<file path="config.mk">
export PLATFORM = sky130hd
export DESIGN_NAME = cache_line_arbiter_rr
export DESIGN_NICKNAME = d
export VERILOG_FILES = /design/src/rtl/cache_line_arbiter_rr.sv
export SDC_FILE = /design/constraint.sdc
export NUM_CORES = 1
export LEC_CHECK = 0
export BUFFER_PORTS_ARGS = -buffer_cell sky130_fd_sc_hd__buf_4
export CAP_MARGIN = 10
export CORE_AREA = 2 2 539 541
export DETAILED_ROUTE_END_ITERATION = 7
export DIE_AREA = 0 0 541 543
export HOLD_SLACK_MARGIN = 0.1
export SETUP_SLACK_MARGIN = 0.2
export SLEW_MARGIN = 30
export SYNTH_ARGS = -nofsm -noshare
export SYNTH_HDL_FRONTEND = slang
export SYNTH_SLANG_ARGS = --single-unit
export TNS_END_PERCENT = 10
</file>
<file path="constraint.sdc">
create_clock -name clk -period 3.01 [get_ports clk]
set_clock_uncertainty 0.05 [all_clocks]
set_input_delay 0.903 -clock clk [delete_from_list [all_inputs] [get_ports clk]]
set_output_delay 0.903 -clock clk [all_outputs]
set_load 0.02 [all_outputs]
</file>
<file path="src/rtl/cache_line_arbiter_rr.sv">
// Round-robin arbiter multiplexing NUM_PORTS line-granular cache clients onto one downstream line port.
// Optional per-port grant/wait counters are enabled by defining ARB_PERF_CNT_EN.
module cache_line_arbiter_rr #(
    parameter int unsigned NUM_PORTS = 2,
    parameter int unsigned s_line    = 256,
    parameter int unsigned ADDR_W    = 32,
    parameter int unsigned PORT_W    = $clog2(NUM_PORTS)
) (
    input  logic                          clk,
    input  logic                          rst,
    input  logic [NUM_PORTS-1:0]          up_read,
    input  logic [NUM_PORTS-1:0]          up_write,
    input  logic [NUM_PORTS*ADDR_W-1:0]   up_address,
    input  logic [NUM_PORTS*s_line-1:0]   up_wdata,
    output logic [s_line-1:0]             up_rdata,
    output logic [NUM_PORTS-1:0]          up_resp,
    output logic                          dn_read,
    output logic                          dn_write,
    output logic [ADDR_W-1:0]             dn_address,
    output logic [s_line-1:0]             dn_wdata,
    input  logic [s_line-1:0]             dn_rdata,
    input  logic                          dn_resp
`ifdef ARB_PERF_CNT_EN
    ,
    output logic [NUM_PORTS*32-1:0]       perf_grants,
    output logic [NUM_PORTS*32-1:0]       perf_wait
`endif
);

    localparam logic [1:0] IDLE = 2'd0;
    localparam logic [1:0] BUSY = 2'd1;
    localparam logic [1:0] DONE = 2'd2;

    logic [1:0]           state;
    logic [1:0]           state_nxt;
    logic [PORT_W-1:0]    ptr;
    logic [PORT_W-1:0]    ptr_nxt;
    logic [PORT_W-1:0]    grant;
    logic [PORT_W-1:0]    grant_idx;
    logic                 grant_vld;
    logic [NUM_PORTS-1:0] req;
    logic                 sel_write;
    logic [ADDR_W-1:0]    sel_addr;
    logic [s_line-1:0]    sel_wdata;

    // (base + off) mod NUM_PORTS, with both operands already below NUM_PORTS
    function automatic logic [PORT_W-1:0] wrap_add(input logic [PORT_W-1:0] base,
                                                   input int unsigned off);
        int unsigned sum;
        sum = 32'(base) + off;
        if (sum >= NUM_PORTS) begin
            sum = sum - NUM_PORTS;
        end
        return PORT_W'(sum);
    endfunction

    assign req = up_read | up_write;

    // First requesting port scanning ptr, ptr+1, ... wrapping around
    always_comb begin
        grant_vld = 1'b0;
        grant_idx = '0;
        for (int unsigned k = 0; k < NUM_PORTS; k++) begin
            if (!grant_vld && req[wrap_add(ptr, k)]) begin
                grant_vld = 1'b1;
                grant_idx = wrap_add(ptr, k);
            end
        end
    end

    always_comb begin
        sel_write = 1'b0;
        sel_addr  = '0;
        sel_wdata = '0;
        for (int unsigned i = 0; i < NUM_PORTS; i++) begin
            if (grant_idx == PORT_W'(i)) begin
                sel_write = up_write[i];
                sel_addr  = up_address[i*ADDR_W +: ADDR_W];
                sel_wdata = up_wdata[i*s_line +: s_line];
            end
        end
    end

    always_comb begin
        state_nxt = state;
        ptr_nxt   = ptr;
        case (state)
            IDLE: begin
                if (grant_vld) begin
                    state_nxt = BUSY;
                    ptr_nxt   = wrap_add(grant_idx, 1);
                end
            end
            BUSY: begin
                if (dn_resp) begin
                    state_nxt = DONE;
                end
            end
            DONE:    state_nxt = IDLE;
            default: state_nxt = IDLE;
        endcase
    end

    always_ff @(posedge clk) begin
        if (rst) begin
            state <= IDLE;
            ptr   <= '0;
        end else begin
            state <= state_nxt;
            ptr   <= ptr_nxt;
        end
    end

    // Downstream request is latched at grant; write wins when both op bits are set
    always_ff @(posedge clk) begin
        if (rst) begin
            grant      <= '0;
            dn_read    <= 1'b0;
            dn_write   <= 1'b0;
            dn_address <= '0;
            dn_wdata   <= '0;
            up_rdata   <= '0;
            up_resp    <= '0;
        end else begin
            up_resp <= '0;
            case (state)
                IDLE: begin
                    if (grant_vld) begin
                        grant      <= grant_idx;
                        dn_write   <= sel_write;
                        dn_read    <= ~sel_write;
                        dn_address <= sel_addr;
                        dn_wdata   <= sel_wdata;
                    end
                end
                BUSY: begin
                    if (dn_resp) begin
                        dn_read  <= 1'b0;
                        dn_write <= 1'b0;
                        up_resp  <= NUM_PORTS'(1) << grant;
                        if (dn_read) begin
                            up_rdata <= dn_rdata;
                        end
                    end
                end
                default: begin
                end
            endcase
        end
    end

`ifdef ARB_PERF_CNT_EN
    localparam int unsigned CNT_W = 32;

    logic [NUM_PORTS-1:0] in_service;

    // A port is in service from the cycle it wins arbitration through its DONE cycle
    always_comb begin
        in_service = '0;
        for (int unsigned i = 0; i < NUM_PORTS; i++) begin
            if (state != IDLE) begin
                in_service[i] = (grant == PORT_W'(i));
            end else begin
                in_service[i] = grant_vld && (grant_idx == PORT_W'(i));
            end
        end
    end

    always_ff @(posedge clk) begin
        if (rst) begin
            perf_grants <= '0;
            perf_wait   <= '0;
        end else begin
            for (int unsigned i = 0; i < NUM_PORTS; i++) begin
                if (state == IDLE && grant_vld && grant_idx == PORT_W'(i)
                    && perf_grants[i*CNT_W +: CNT_W] != 32'hFFFF_FFFF) begin
                    perf_grants[i*CNT_W +: CNT_W] <= perf_grants[i*CNT_W +: CNT_W] + 32'd1;
                end
                if (req[i] && !in_service[i]
                    && perf_wait[i*CNT_W +: CNT_W] != 32'hFFFF_FFFF) begin
                    perf_wait[i*CNT_W +: CNT_W] <= perf_wait[i*CNT_W +: CNT_W] + 32'd1;
                end
            end
        end
    end
`endif

endmodule

</file>
==> flow_summary_export.csv, run 1 <==
group,metric,value,unit
yosys,syn_nets,3683,
floorplanning,io_pins,1387,
floorplanning,dieHeight,543,um
pwr,swShare,32.8,%
placed_design,io_buffers,1386,
sta,worst_slack,0.597,ns
sta,fmax,414,MHz
placed_design,place.gp.congestion,0.939,
yosys,synth_top_area_share,48.6,%
pwr,p_clk_share,40.9,%
worst_setup_path,critical_path.max_stage_delay,0.43,ns
finish,fin_nets,4951,
placed_design,hpwl,181,mm
grt,grt.total_usage,13.8,%
yosys,yosys.area_share.simple,15.3,%
sta,tightest_slew,0.877,ns
clock_network,cts_made_buffers,77,
placed_design,dpl.cell_count,7814,
yosys,synth.area.mux_share,0,%
pwr,p_int,15.7,mW
worst_setup_path,path_class,"flop to output pin",
floorplanning,fp.dieArea,294000,sq um
clock_network,clock_path_buffers,4,
floorplanning,coreArea,287000,sq um
placed_design,placed_area,38100,sq um
detailed_routing,dr.pass1.iters,5,
clock_network,worstSkewPairLatency,0.76,ns
sta,finalCriticalPeriod,2.41,ns
detailed_routing,wire_per_inst,26.8,um
sta,tns,0,ns
clock_network,cts_sinks,552,
yosys,yosysUniqueCellTypes,29,
pwr,leakagePower,15.7,nW
pwr,p_per_area,573,nW/um^2
sta,finalCritPeriodShare,80.2,%
sta,report.final.slew_viol_count,0,
clock_network,h-tree-depth,3,
finish,fill_cells,32960,
clock_network,cts_setup_buffers,0,
placed_design,post-place-ws,0.227,ns
floorplanning,start_util,7.91,%
detailed_routing,drc,0,
worst_setup_path,crit_arrival,1.46,ns
clock_network,clkTransAtPathRegs,0.06,ns
finish,finalInstanceArea,40900,sq um
yosys,synthMostInstantiatedCell,"dfxtp_1",
yosys,ys_top_cells_by_count,"dfxtp_1 (552), a21oi_1 (547), nand2_1 (512)",
status,status,"completed",
yosys,synth_top_cells_by_area,"dfxtp_1 (49%), a21oi_1 (12%), a311oi_1 (11%)",
worst_setup_path,start_kind,"flop",
grt,met1_usage,14.0,%
clock_network,cts_root_buf,"clkbuf_16",
grt,grt_pass1_vias,27030,
worst_setup_path,critical-path-top-delay-family,"flip-flops",
yosys,synth-compound-area-share,30.0,%
finish,fin_util,14.2,%
grt,grt_remaining_overflow,0,
yosys,synth_edf_count,0,
sta,rsz0062_at_grt,"no",
job,max_cap_violations,0,
yosys,yosysTopAreaCell,"dfxtp_1",
yosys,synthXorXnorAreaFrac,0,%
sta,setup_viol,0,
pwr,power_frac_seq,35.3,%
floorplanning,rows,197,
yosys,ys_seq_area_share,48.6,%
worst_setup_path,end_kind,"output pin",
worst_setup_path,crit_chain,"buf_4",
finish,final_cells,8020,
yosys,synth_top_family_by_area,"compound AO/OA/AOI/OAI gates",
yosys,synthAdderAreaFrac,0,%
grt,grt_antenna_before_repair,204,
grt,grt_pass1_wl,268,mm
worst_hold_path,min_path_type,"input pin to flop",
sta,hold_violations,0,
yosys,syn_avg_cell_area,7.99,sq um
yosys,syn_area,22700,sq um
pwr,power.combinational.fraction,23.7,%
grt,globalRouteMet2Util,21.9,%
yosys,ys.flop_type,"dfxtp_1",
grt,busiest_layer,"met2",
detailed_routing,ant_nets,0,
worst_setup_path,regToRegSetupSlack,0.96,ns
grt,grt_start_max_net_pins,129,
worst_setup_path,cp_slowest_cell,"dfxtp_1",
pwr,ir_drop,0.000366,V
yosys,async_reset_ff_share,0,%
worst_setup_path,crit_buf_inv,1,
finish,area_growth,79.8,%
worst_setup_path,path_max_fanout,2,
yosys,yosys_register_bits,552,
detailed_routing,drtIter0Drc,2623,
worst_setup_path,required,2.06,ns
grt,grt_use_met3,7.75,%
clock_network,cts_hold_buf,0,
pwr,p_switching,7.67,mW
floorplanning,die_x,541,um
yosys,yosysWarnings,0,
finish,layout-drive-gt1-share,40.2,%
clock_network,cts_tree,"built",
detailed_routing,vias_per_cell,3.64,
yosys,syn_inst,2844,
detailed_routing,num_vias,29230,
clock_network,postCtsResizedCells,0,
sta,slew_headroom,41.5,%
detailed_routing,wirelength,215,mm
## logic make-up (layout without fill, tap and decap cells)
logic type / after synthesis / count (layout)
compound gates: 1131 / 1131
simple gates: 819 / 819
flops: 552 / 552
buf+inv: 342 / 1661
other cells: 0 / 76
## stage by stage
| stage | total power [mW] | hold WS (ns) |
|---|---|---|
| 6_report | 23.4 | 0.301 |
| 5_1_grt | 24.3 | 0.217 |
| 4_1_cts | 23.7 | 0.177 |
| 3_5_place_dp | 14.0 | 0.379 |
| 3_3_place_gp | 14.0 | 0.370 |
| 2_1_floorplan | 10.7 | 0.356 |
## layout by cell type, fill, tap and decap left out, types with 2 or more instances in the layout
cell type,instances
clkinvlp_4,7
a21oi_1,547
clkbuf_16,78
bufinv_16,6
clkbuf_8,14
nand3b_1,4
nor3b_1,2
a311oi_2,7
inv_6,8
buf_4,1490
o21ai_1,5
clkbuf_1,5
dfxtp_1,552
o21ai_0,283
nor2_1,3
buf_12,40
a311oi_1,281
nand2_1,512
clkinv_2,10
nand3_1,289
nor2_4,2
diode_2,76
o22ai_1,2
## power by group through the flow
| stage | combinational (mW) | sequential [mW] | clock [mW] |
|---|---|---|---|
| 2_1_floorplan | 1.75 | 9.00 | 0 |
| 3_3_place_gp | 5.56 | 8.40 | 0 |
| 3_5_place_dp | 5.58 | 8.40 | 0 |
| 4_1_cts | 5.58 | 8.25 | 9.89 |
| 5_1_grt | 5.88 | 8.31 | 10.1 |
| 6_report | 5.55 | 8.27 | 9.58 |
## cell type report
cell class	count	area [sq um]	share of cell area, %
antenna	76	190	0.466
clock buffer	97	2160	5.30
clock inverter	33	378	0.925
multi-input combinational	1950	10300	25.3
sequential	552	11100	27.1
tap	3781	4730	11.6
timing repair buffer	1531	12000	29.4
## metal layers
| layer | wire, um | part of all wire, % |
|---|---|---|
| met1 | 74300 | 35 |
| met2 | 98000 | 46 |
| met5 | 694 | 0.32 |
| met3 | 28400 | 13 |
| met4 | 13200 | 6.1 |
## path summary, 6_finish.rpt
path	depth (start not counted)	endpoint	from
worst max-delay path	1	up_rdata[25]	up_rdata[25]
worst min-delay path	3	up_rdata[14]	dn_rdata[14]
worst max register to register	5	up_rdata[186]	state[1]
worst min register to register	1	up_resp[0]	grant
## registers in the layout, indices dropped and copies added (netlist names)
signal,count
up_resp,2
dn_write,1
up_rdata,256
dn_address,32
state,2
dn_read,1
grant,1
dn_wdata,256
ptr,1
Power figures use the tool's default switching activity.
==> run 2: changes to the inputs <==
==> constraint.sdc (replaced) <==
create_clock -name clk -period 2.5 [get_ports clk]
set_clock_uncertainty 0.05 [all_clocks]
set_input_delay 0.75 -clock clk [delete_from_list [all_inputs] [get_ports clk]]
set_output_delay 0.75 -clock clk [all_outputs]
set_load 0.02 [all_outputs]
==> run 2 against run 1 <==
Net effect:
- die area stayed put
- count of clock-buffer cells in the layout grew 8
- sequential cell count stayed put
- worst setup slack worse by 0.31 ns
- cell count is 1.5% higher
- first-iteration DRC count up 0.57%
- utilization rose by 0.41 points
- register-to-register slack worse by 0.56 ns
- critical endpoint is now dn_wdata[6]
- highest routed layer unchanged
==> flow_summary_export.csv, run 2 (synthesis gave the netlist of run 1 again) <==
group,metric,value,unit
clock_network,cts_made_buffers,76,
sta,fmax,451,MHz
finish,layout_commonest_cell,"buf_4",
finish,regArea,11100,sq um
sta,rsz0062_at_grt,"no",
finish,multi_input_area,10300,sq um
clock_network,cts_root_buf,"clkbuf_16",
worst_setup_path,cp_slowest_cell,"dfxtp_1",
clock_network,cts_tree,"built",
grt,grt_start_max_net_pins,99,
grt,grt_remaining_overflow,0,
pwr,p_int,18.8,mW
worst_setup_path,cp-endpoint,"dn_wdata[6]",
finish,layout.cells.most_common_list,"buf_4 (1479), dfxtp_1 (548), a21oi_1 (547)",
placed_design,hpwl,180,mm
worst_setup_path,start_kind,"flop",
finish,top_regs,"dn_wdata: 256 flops, up_rdata: 256 flops, dn_address: 32 flops",
clock_network,cts_sinks,552,
placed_design,post-place-ws,-0.118,ns
clock_network,clkTransAtPathRegs,0.06,ns
worst_setup_path,crit_buf_inv,1,
job,max_cap_violations,0,
detailed_routing,ant_nets,0,
sta,hold_violations,0,
floorplanning,rows,197,
pwr,swShare,32.6,%
sta,finalCritPeriodShare,88.7,%
worst_setup_path,worstReg2RegStart,"state[1]",
pwr,total_power,28.0,mW
detailed_routing,dr.pass1.iters,7,
pwr,ir_drop,0.000405,V
worst_setup_path,crit_chain,"buf_4",
status,status,"completed",
clock_network,clock_path_buffers,4,
sta,tightest_slew,0.846,ns
finish,finalInstanceArea,42000,sq um
floorplanning,die_x,541,um
worst_setup_path,critical-path-top-delay-family,"flip-flops",
pwr,power.combinational.fraction,24.6,%
placed_design,io_buffers,1386,
worst_setup_path,reg2regPathDepth,5,
floorplanning,io_pins,1387,
placed_design,placed_area,38300,sq um
floorplanning,fp.dieArea,294000,sq um
sta,tns,0,ns
placed_design,dpl.cell_count,7820,
grt,grt_pass1_wl,270,mm
finish,area_growth,84.9,%
finish,fill_cells,32849,
floorplanning,coreArea,287000,sq um
clock_network,worstSkewPairLatency,0.77,ns
finish,fin_util,14.6,%
pwr,p_clk_share,39.7,%
worst_hold_path,min_path_type,"input pin to flop",
detailed_routing,wirelength,215,mm
placed_design,place.gp.congestion,0.943,
detailed_routing,wire_per_inst,26.4,um
pwr,p_switching,9.12,mW
finish,layout-drive-gt1-share,39.2,%
grt,grt.total_usage,13.8,%
grt,grt_antenna_before_repair,224,
worst_setup_path,r2r_end,"dn_wdata[192]",
finish,fin_nets,5055,
worst_setup_path,cp.depth,1,
sta,slew_headroom,43.6,%
clock_network,h-tree-depth,3,
grt,grt_pass1_vias,27790,
detailed_routing,vias_per_cell,3.62,
worst_setup_path,path_class,"flop to output pin",
pwr,leakagePower,16.2,nW
worst_setup_path,startpoint,"dn_wdata[6]",
finish,final_cells,8143,
detailed_routing,drtIter0Drc,2638,
sta,report.final.slew_viol_count,0,
worst_setup_path,critical_path.max_stage_delay,0.46,ns
pwr,power_frac_seq,35.6,%
sta,worst_slack,0.283,ns
detailed_routing,drc,0,
floorplanning,dieHeight,543,um
worst_setup_path,end_kind,"output pin",
worst_setup_path,path_max_fanout,2,
floorplanning,start_util,7.91,%
sta,finalCriticalPeriod,2.22,ns
sta,whs,0.181,ns
worst_setup_path,crit_arrival,1.42,ns
detailed_routing,num_vias,29439,
sta,setup_viol,0,
pwr,p_per_area,666,nW/um^2
worst_setup_path,required,1.70,ns
worst_setup_path,regToRegSetupSlack,0.40,ns
==> run 2: cell count changes in the layout (fill, tap and decap cells not counted) <==
cell           change
dlygate4sd3_1     +99
diode_2           +21
buf_12            +14
buf_4             -11
clkbuf_1           +9
clkinvlp_4         -6
dfxtp_1            -4
dfxtp_2            +4
inv_6              -4
buf_6              +3
bufinv_16          -2
clkbuf_8           -1
clkinv_4           +1
==> run 2: power groups by stage <==
stage,clock (mW),sequential [mW],combinational (mW)
floorplan,0,10.8,2.10
global placement,0,10.1,6.76
detailed placement,0,10.1,6.80
CTS,11.5,9.94,6.95
global route,11.8,10.0,7.31
finish,11.1,9.96,6.89
==> run 2: worst min path at each step <==
stage,start,endpoint,cells past startpoint
after global routing,dn_rdata[46],up_rdata[46],3
after floorplan,grant,up_resp[0],1
after CTS,dn_rdata[92],up_rdata[92],3
final,dn_rdata[24],up_rdata[24],3
after detailed placement,grant,up_resp[0],1
after global placement,grant,up_resp[0],1
==> run 2: cell type report <==
class,count,area share (%)
timing repair buffer,1636,31.5
multi-input combinational,1950,24.6
clock buffer,105,5.20
clock inverter,22,0.587
antenna,97,0.578
sequential,552,26.3
tap,3781,11.3
==> run 2: repair_timing <==
item / CTS / global route
hold buffers: 99 / 0
setup buffers: 0 / 0
endpoints found under the hold margin: 99 / 0
gates resized for setup: 6 / 1
gates cloned: 0 / 0
endpoints found under the setup margin: 9 / 1
==> run 2: layer usage <==
| metal | GRT usage [%] | vias to the layer above | wire length (um) |
|---|---|---|---|
| met1 | 13.7 | 13747 | 72400 |
| met3 | 8.48 | 540 | 30200 |
| met5 | 0 | - | 753 |
| met4 | 8.53 | 110 | 13600 |
| met2 | 21.9 | 1816 | 97800 |
| li1 | - | 13226 | - |
